<file path="src/rtl/pc_gen_unit.sv">
`default_nettype none
// ============================================================================
// Module   : pc_gen_unit
// Brief    : RV32I fetch PC generator with redirect/trap handling, misaligned
//            target detection and a circular return-address stack.
// Revision : 1.0 - initial release
// ============================================================================
module pc_gen_unit #(
    parameter int              XLEN         = 32,
    parameter logic [XLEN-1:0] RESET_VECTOR = 32'h0000_0000,
    parameter logic [XLEN-1:0] TRAP_VECTOR  = 32'h0000_0100,
    parameter int              STEP         = 4,
    parameter int              RAS_DEPTH    = 4
) (
    input  logic            clk,
    input  logic            rst,
    input  logic            stall,
    output logic [XLEN-1:0] pc,
    output logic            pc_valid,
    input  logic            pc_ready,
    input  logic            redirect_valid,
    input  logic [1:0]      redirect_sel,
    input  logic [XLEN-1:0] redirect_base,
    input  logic [XLEN-1:0] redirect_imm,
    input  logic [XLEN-1:0] redirect_target,
    output logic            misalign,
    output logic [XLEN-1:0] badaddr,
    input  logic            ras_push,
    input  logic [XLEN-1:0] ras_push_addr,
    input  logic            ras_pop,
    output logic [XLEN-1:0] ras_top,
    output logic            ras_empty
);

    localparam int c_ptr_w = $clog2(RAS_DEPTH);

    logic [XLEN-1:0]    r_pc;
    logic               r_pc_valid;
    logic               r_misalign;
    logic [XLEN-1:0]    r_badaddr;

    logic [XLEN-1:0]    r_ras [RAS_DEPTH];
    logic [c_ptr_w-1:0] r_wp;
    logic [c_ptr_w:0]   r_count;

    logic [XLEN-1:0]    w_branch_tgt;
    logic [XLEN-1:0]    w_tgt;
    logic [XLEN-1:0]    w_bad_src;
    logic               w_check;
    logic               w_mis;
    logic [c_ptr_w-1:0] w_top_idx;
    logic               w_empty;
    logic               w_full;

    assign w_branch_tgt = redirect_base + redirect_imm;

    // Jumps report the raw JALR result as the bad address, before bit 0 is cleared.
    always_comb begin
        w_tgt     = TRAP_VECTOR;
        w_bad_src = redirect_target;
        w_check   = 1'b0;
        case (redirect_sel)
            2'b01: begin
                w_tgt     = w_branch_tgt;
                w_bad_src = w_branch_tgt;
                w_check   = 1'b1;
            end
            2'b10: begin
                w_tgt     = {redirect_target[XLEN-1:1], 1'b0};
                w_bad_src = redirect_target;
                w_check   = 1'b1;
            end
            default: ;
        endcase
    end

    assign w_mis = w_check && (w_tgt[1:0] != 2'b00);

    always_ff @(posedge clk) begin
        if (rst) begin
            r_pc       <= RESET_VECTOR;
            r_pc_valid <= 1'b0;
            r_misalign <= 1'b0;
            r_badaddr  <= '0;
        end else begin
            r_pc_valid <= 1'b1;
            r_misalign <= 1'b0;
            if (redirect_valid) begin
                if (w_mis) begin
                    r_pc       <= TRAP_VECTOR;
                    r_misalign <= 1'b1;
                    r_badaddr  <= w_bad_src;
                end else begin
                    r_pc <= w_tgt;
                end
            end else if (r_pc_valid && pc_ready && !stall) begin
                r_pc <= r_pc + XLEN'(STEP);
            end
        end
    end

    assign w_top_idx = r_wp - c_ptr_w'(1);
    assign w_empty   = (r_count == '0);
    assign w_full    = (r_count == (c_ptr_w + 1)'(RAS_DEPTH));

    // A combined push+pop on a non-empty stack replaces the top in place.
    always_ff @(posedge clk) begin
        if (!rst && ras_push) begin
            if (ras_pop && !w_empty) begin
                r_ras[w_top_idx] <= ras_push_addr;
            end else begin
                r_ras[r_wp] <= ras_push_addr;
            end
        end
    end

    always_ff @(posedge clk) begin
        if (rst) begin
            r_wp    <= '0;
            r_count <= '0;
        end else begin
            case ({ras_push, ras_pop})
                2'b10: begin
                    r_wp <= r_wp + c_ptr_w'(1);
                    if (!w_full) begin
                        r_count <= r_count + 1'b1;
                    end
                end
                2'b01: begin
                    if (!w_empty) begin
                        r_wp    <= r_wp - c_ptr_w'(1);
                        r_count <= r_count - 1'b1;
                    end
                end
                2'b11: begin
                    if (w_empty) begin
                        r_wp    <= r_wp + c_ptr_w'(1);
                        r_count <= r_count + 1'b1;
                    end
                end
                default: ;
            endcase
        end
    end

    assign pc        = r_pc;
    assign pc_valid  = r_pc_valid;
    assign misalign  = r_misalign;
    assign badaddr   = r_badaddr;
    assign ras_top   = w_empty ? '0 : r_ras[w_top_idx];
    assign ras_empty = w_empty;

endmodule
`default_nettype wire

</file>
<file path="config.mk">
export PLATFORM = sky130hd
export DESIGN_NAME = pc_gen_unit
export DESIGN_NICKNAME = d
export VERILOG_FILES = /design/src/rtl/pc_gen_unit.sv
export SDC_FILE = /design/constraint.sdc
export NUM_CORES = 1
export LEC_CHECK = 0
export BUFFER_PORTS_ARGS = -buffer_cell sky130_fd_sc_hd__buf_2
export CORE_ASPECT_RATIO = 0.6
export CORE_UTILIZATION = 50
export CTS_CLUSTER_DIAMETER = 40
export DETAILED_ROUTE_END_ITERATION = 7
export PLACE_DENSITY = 0.81
export SYNTH_ARGS = -nofsm -noshare
export SYNTH_HDL_FRONTEND = slang
export SYNTH_SLANG_ARGS = --single-unit
</file>
<file path="constraint.sdc">
create_clock -name clk -period 3.4 [get_ports clk]
set_input_delay 0.17 -clock clk [delete_from_list [all_inputs] [get_ports clk]]
set_output_delay 0.17 -clock clk [all_outputs]
set_load 0.03 [all_outputs]
</file>
* Yosys cells after proc, flatten, opt, wreduce, memory -nomap -nowiden
Memory sizes are Yosys's and may differ from the RTL's. Index checks and enable logic that the tools add are counted.
Storage, ports and cells: flip-flop bits (word level) 71, bits in latches 0, RAM bits 128, bits in read-only memories 0, input port bits 137, output and inout port bits 99, logic and storage cells 66, memories kept 1
Memory list:
- r_ras | depth 4, width 32, read ports 1, clocked after Yosys merged registers in 0, write ports 1, line 42 | logic [XLEN-1:0] r_ras [RAS_DEPTH];
Operators by class: add/subtract/negate cells 6, multipliers 0, div/mod/pow operators 0, order comparisons 0, eq/ne operators 9, shifts and indexed selects 0, muxes and demuxes 25, bitwise operators 1, reduce and logical (&&, ||, !) cells 18
Operators with widths (number):
- two-way mux 32 bit | 6
- case mux 32 bit (2 select lines) | 1
- adder 32 x 3 -> 32 bit (second input constant) | 1
- adder 32 bit | 1
- OR reduction 32 bit | 1
- two-way mux 1 bit | 10
- two-way mux 3 bit | 3
- case mux 3 bit (3 select lines) | 1
- equality test 2 bit (second input constant) | 3
- two-way mux 2 bit | 3
- != test 2 bit (second input constant) | 3
- case mux 2 bit (3 select lines) | 1
- logical AND 1 bit | 5
- equality test 2 x 1 -> 1 bit (second input constant) | 2
- AND reduction 4 bit | 1
- nonzero test 2 bit | 2
- OR reduction 2 bit | 2
- adder 3 x 1 -> 3 bit (second input constant) | 1
- equality test 3 bit (second input constant) | 1
- logical NOT 1 bit | 3
- logical NOT 3 bit | 1
- AND reduction 3 bit | 1
- nonzero test 3 bit | 1
- subtractor 3 x 1 -> 3 bit (second input constant) | 1
- other kinds (4) | 4

* Depth between registers and ports, before layout
depth after elaboration 8, mapped depth 11, gate-level depth less buffers 11

* Least setup slack after synthesis
No wires, ideal clock.
path type register -> register, from register r_count[0], to memory r_ras[0][0], enable pin, library setup time 461 ps, data arrival time 3194 ps, data required time 2939 ps, slack -254 ps, cell stages (with the launch flop) 6, buffers on the path 0, period minus slack after synthesis 3654 ps, path through dfxtp_1 inv_1 nand2_1 o21ai_1 xnor2_1 nor3_1
On the way: cells in the longest elaborated chain, start to end 8, elaborated cells between the ends (all ways) 12, classes of those cells mux (8); reduce/logical (4)
RTL lines:
- from (decl) | line 44 | logic [c_ptr_w:0] r_count;
- from (signal assigned) | line 126 | r_count <= r_count + 1'b1;
- from (signal assigned) | line 132 | r_count <= r_count - 1'b1;
- from (signal assigned) | line 138 | r_count <= r_count + 1'b1;
- logical NOT 3 bit * | line 103 | assign w_empty = (r_count == '0);
- logical NOT 1 bit *
- logical AND 1 bit * | line 109 | if (ras_pop && !w_empty) begin
- two-way mux 1 bit | line 109
- two-way mux 1 bit | line 108 | if (!rst && ras_push) begin
- two-way mux 1 bit (not written as such) | line 112 | r_ras[r_wp] <= ras_push_addr;
- OR reduction 32 bit (no line)
- two-way mux 2 bit (no line) or two-way mux 1 bit (tied branches)
- to (decl) | line 42
Every way passes the cells marked *; elsewhere a longest branch is shown, timed or not.

* Worst setup path in the final report
from input redirect_base[0], to register r_badaddr[28], in the netlist badaddr[28]
On the way: cells in the longest elaborated chain, start to end 5, elaborated cells between the ends (all ways) 6, classes of those cells add/sub (1); mux (2); reduce/logical (3)
RTL lines:
- from (decl) | line 23 | input logic [XLEN-1:0] redirect_base,
- adder 32 bit * | line 55 | assign w_branch_tgt = redirect_base + redirect_imm;
- case mux 32 bit (2 select lines) | line 62 | case (redirect_sel)
- nonzero test 2 bit | line 77 | assign w_mis = w_check && (w_tgt[1:0] != 2'b00);
- logical AND 1 bit | line 77
- AND reduction 2 bit (no line)
- to (signal assigned) | line 92 | r_badaddr <= w_bad_src;
- to (decl) | line 40 | logic [XLEN-1:0] r_badaddr;
Marks and branches as above. A chain may end at the register's enable or synchronous reset.

==> results_dict.tcl <==
set metrics [dict create \
    setup_viol 0 \
    path_max_fanout 6 \
    status "complete, no violations" \
    synth_cell_type_count 70 \
    synth.cell_area_sq_mm 0.01047 \
    clk_latency_ns 0.44 \
    crit_type "in2reg" \
    hold_viol_final 0 \
    rsz0062_at_grt "false" \
    layout_commonest_cell "buf_2" \
    hp-class "in2reg" \
    combPwrFrac_pct 28.7 \
    fmaxAchievable_mhz 372.3 \
    postCtsSetupBuffers 0 \
    drt-total-wl_mm 30.17 \
    ant_nets 0 \
    fin_tns_setup_ns 0 \
    vias_per_cell 5.929 \
    cts_buffer_depth 2 \
    synth-edff-count 128 \
    firstDrtPassIters 5 \
    required_ns 3.73 \
    core_sq_mm 0.02027 \
    cp-startpoint "redirect_base[0]" \
    port_buffers 235 \
    max-vdd-ir-drop_uv 380.5 \
    setup_slack_ns 0.7140 \
    power.switching_mw 2.238 \
    wl_met1_mm 13.88 \
    final_layout_size_suffix_gt1_share_pct 29.19 \
    post-route-min-period_ns 2.686 \
    hpwl_mm 21.32 \
    powerDensity_mw_per_mm2 528.7 \
    relSlewSlack_pct 41.30 \
    route.met3.wl_mm 3.394 \
    nets 1376 \
    antenna_found_initial 3 \
    netlist_instances 945 \
    pre_cts_slack_ns 0.2958 \
    wl_per_cell_um 20.22 \
    wl_met2_mm 12.59 \
    pin_count 236 \
    leakagePower_nw 5.126 \
    place.gp.congestion 0.9660 \
    worstReg2RegStart "pc[2]" \
    dieHeight_um 114.1 \
    cts.sinks 199 \
    slew_violations 0 \
    drcViolationCount 0 \
    track_usage_pct 28.38 \
    sw_frac_of_total_pct 32.69 \
    final_cell_mix "buf_2, edfxtp_1, dfxtp_1" \
    timing.rr.end "pc[28]" \
    maxCapViolations 0 \
    row_count 40 \
    fin_skew_ns 0.01689 \
    yosys_warnings 0 \
    crit_path_start_kind "input port" \
    die-area_sq_mm 0.02155 \
    tightest_slew_ns 0.8773 \
    fin_crit_sh_pct 79.00 \
    synthArstFlopShare_pct 0 \
    synth.net_count 1118 \
    drt_iter0_drc 719 \
    start_util_pct 51.67 \
    ys.flop_type "edfxtp_1" \
    cts_max_level 4 \
    syn-mean-instance-area_sq_um 11.08 \
    syn_to_final_growth_pct 23.65 \
    cts_buffers 17 \
    rrSetupSlack_ns 0.76 \
    grt_pass1_wl_mm 46.40 \
    clkPwrFrac_pct 30.3 \
    top_layer "met4" \
    die_w_um 188.9 \
    crit_end "badaddr[28]" \
    seqPwrFrac_pct 41.1 \
    cts_tree "built" \
    ys_ff_latch 199 \
    ys_seq_area_share_pct 50.27 \
    holdWs_ns 0.01641 \
    clkTransAtPathRegs_ns 0.08 \
    grt_pass1_vias 8093 \
    vias 8846 \
    r2r_cells 10 \
    hold_depth 3 \
    crit_arrival_ns 3.01 \
    crit_path_end_kind "flip-flop" \
    clockRootBuffer "clkbuf_16" \
    grt_overflow 0 \
    grt_start_max_net_pins 51 \
    p_int_mw 4.609 \
]
-- sequential cells by signal, indices dropped and copies added, names as in the netlist --
register and flops:
r_ras 128, badaddr 32, pc 32, r_count 3, r_wp 2, misalign 1
pc_valid 1
-- cell usage after synthesis, drive strengths merged (24+ instances only) --
master  number  area, sq um
edfxtp     128         3844
a21oi       71        374.1
dfxtp       71         1421
nor2        68        255.2
nand2       58        217.7
o21ai       56        280.3
clkbuf      36        135.1
nor2b       35        219.0
ha          34        425.4
mux4        32        720.7
a31oi       29        181.4
nor3        28        145.1
nand3       25        125.1
xor2        24        210.2
-- kinds of logic (layout without fill, tap and decap cells) --
| group | Yosys count | in the layout | synth area share (%) |
|---|---|---|---|
| XOR/XNOR | 39 | 39 | 3.261 |
| AND/OR/NAND/NOR | 289 | 289 | 13.99 |
| adder cells (fa/ha/maj) | 36 | 36 | 4.444 |
| other | 0 | 3 | 0 |
| multiplexers | 50 | 50 | 8.601 |
| buffers and inverters | 74 | 345 | 2.807 |
| AO/OA/AOI/OAI | 258 | 258 | 16.63 |
| flip-flops | 199 | 199 | 50.27 |
-- metrics by stage --
stage          cell area [sq um]  power (mW)  cells  utilization [%]
2_1_floorplan              10470       4.204    945                -
3_3_place_gp               12030       4.749   1425            59.35
3_5_place_dp               12030       4.781   1425            59.35
4_1_cts                    12940       6.864   1489            63.86
5_1_grt                    12950       7.141   1490            63.87
6_report                   12950       6.847   1492            63.90
-- power by group through the flow --
stage / registers, mW / clock network (mW) / logic (mW)
floorplan: 2.92 / 0 / 1.29
global placement: 2.86 / 0 / 1.89
detailed placement: 2.86 / 0 / 1.92
CTS: 2.81 / 2.09 / 1.96
global route: 2.83 / 2.21 / 2.11
finish: 2.81 / 2.07 / 1.96
-- cell type report --
class | instances | area [sq um]
Sequential cell | 199 | 5266
Clock buffer | 18 | 429.2
Tap cell | 273 | 341.6
Antenna cell | 3 | 7.507
Timing Repair Buffer | 292 | 1709
Multi-Input combinational cell | 672 | 4954
Clock inverter | 14 | 165.2
Inverter | 21 | 78.83
Fill cell | 1641 | 7318
-- worst min-delay path by stage --
stage,start,to,slack [ns]
6_report,redirect_target[21],badaddr[21],0.02
5_1_grt,redirect_target[21],badaddr[21],0.0003
4_1_cts,redirect_target[26],badaddr[26],0.003
3_5_place_dp,ras_push_addr[11],r_ras[1][11],0.39
3_3_place_gp,ras_push_addr[8],r_ras[1][8],0.39
2_1_floorplan,ras_push_addr[0],r_ras[0][0],0.27
-- layer usage --
| layer | GRT usage [%] | vias up |
|---|---|---|
| li1 | - | 4133 |
| met1 | 43.40 | 4231 |
| met2 | 39.12 | 461 |
| met3 | 8.673 | 21 |
| met4 | 6.075 | 0 |
| met5 | 0 | - |
-- repair_timing --
action | in CTS | in global routing
gates resized for setup | 0 | 0
hold buffers | 32 | 0
endpoints found under the hold margin | 128 | 0
-- worst max-delay path, stage by stage --
cell and delay [ns]:
buf_2 0.10, ha_1 0.21, fa_1 0.40, a21oi_1 0.22, o211ai_2 0.17, o2111ai_2 0.42
a32oi_4 0.24, a21oi_1 0.32, o21ai_0 0.17, a21oi_1 0.22, xnor2_1 0.12, a41o_1 0.25
Note: power is estimated with default switching activity, not from simulation.
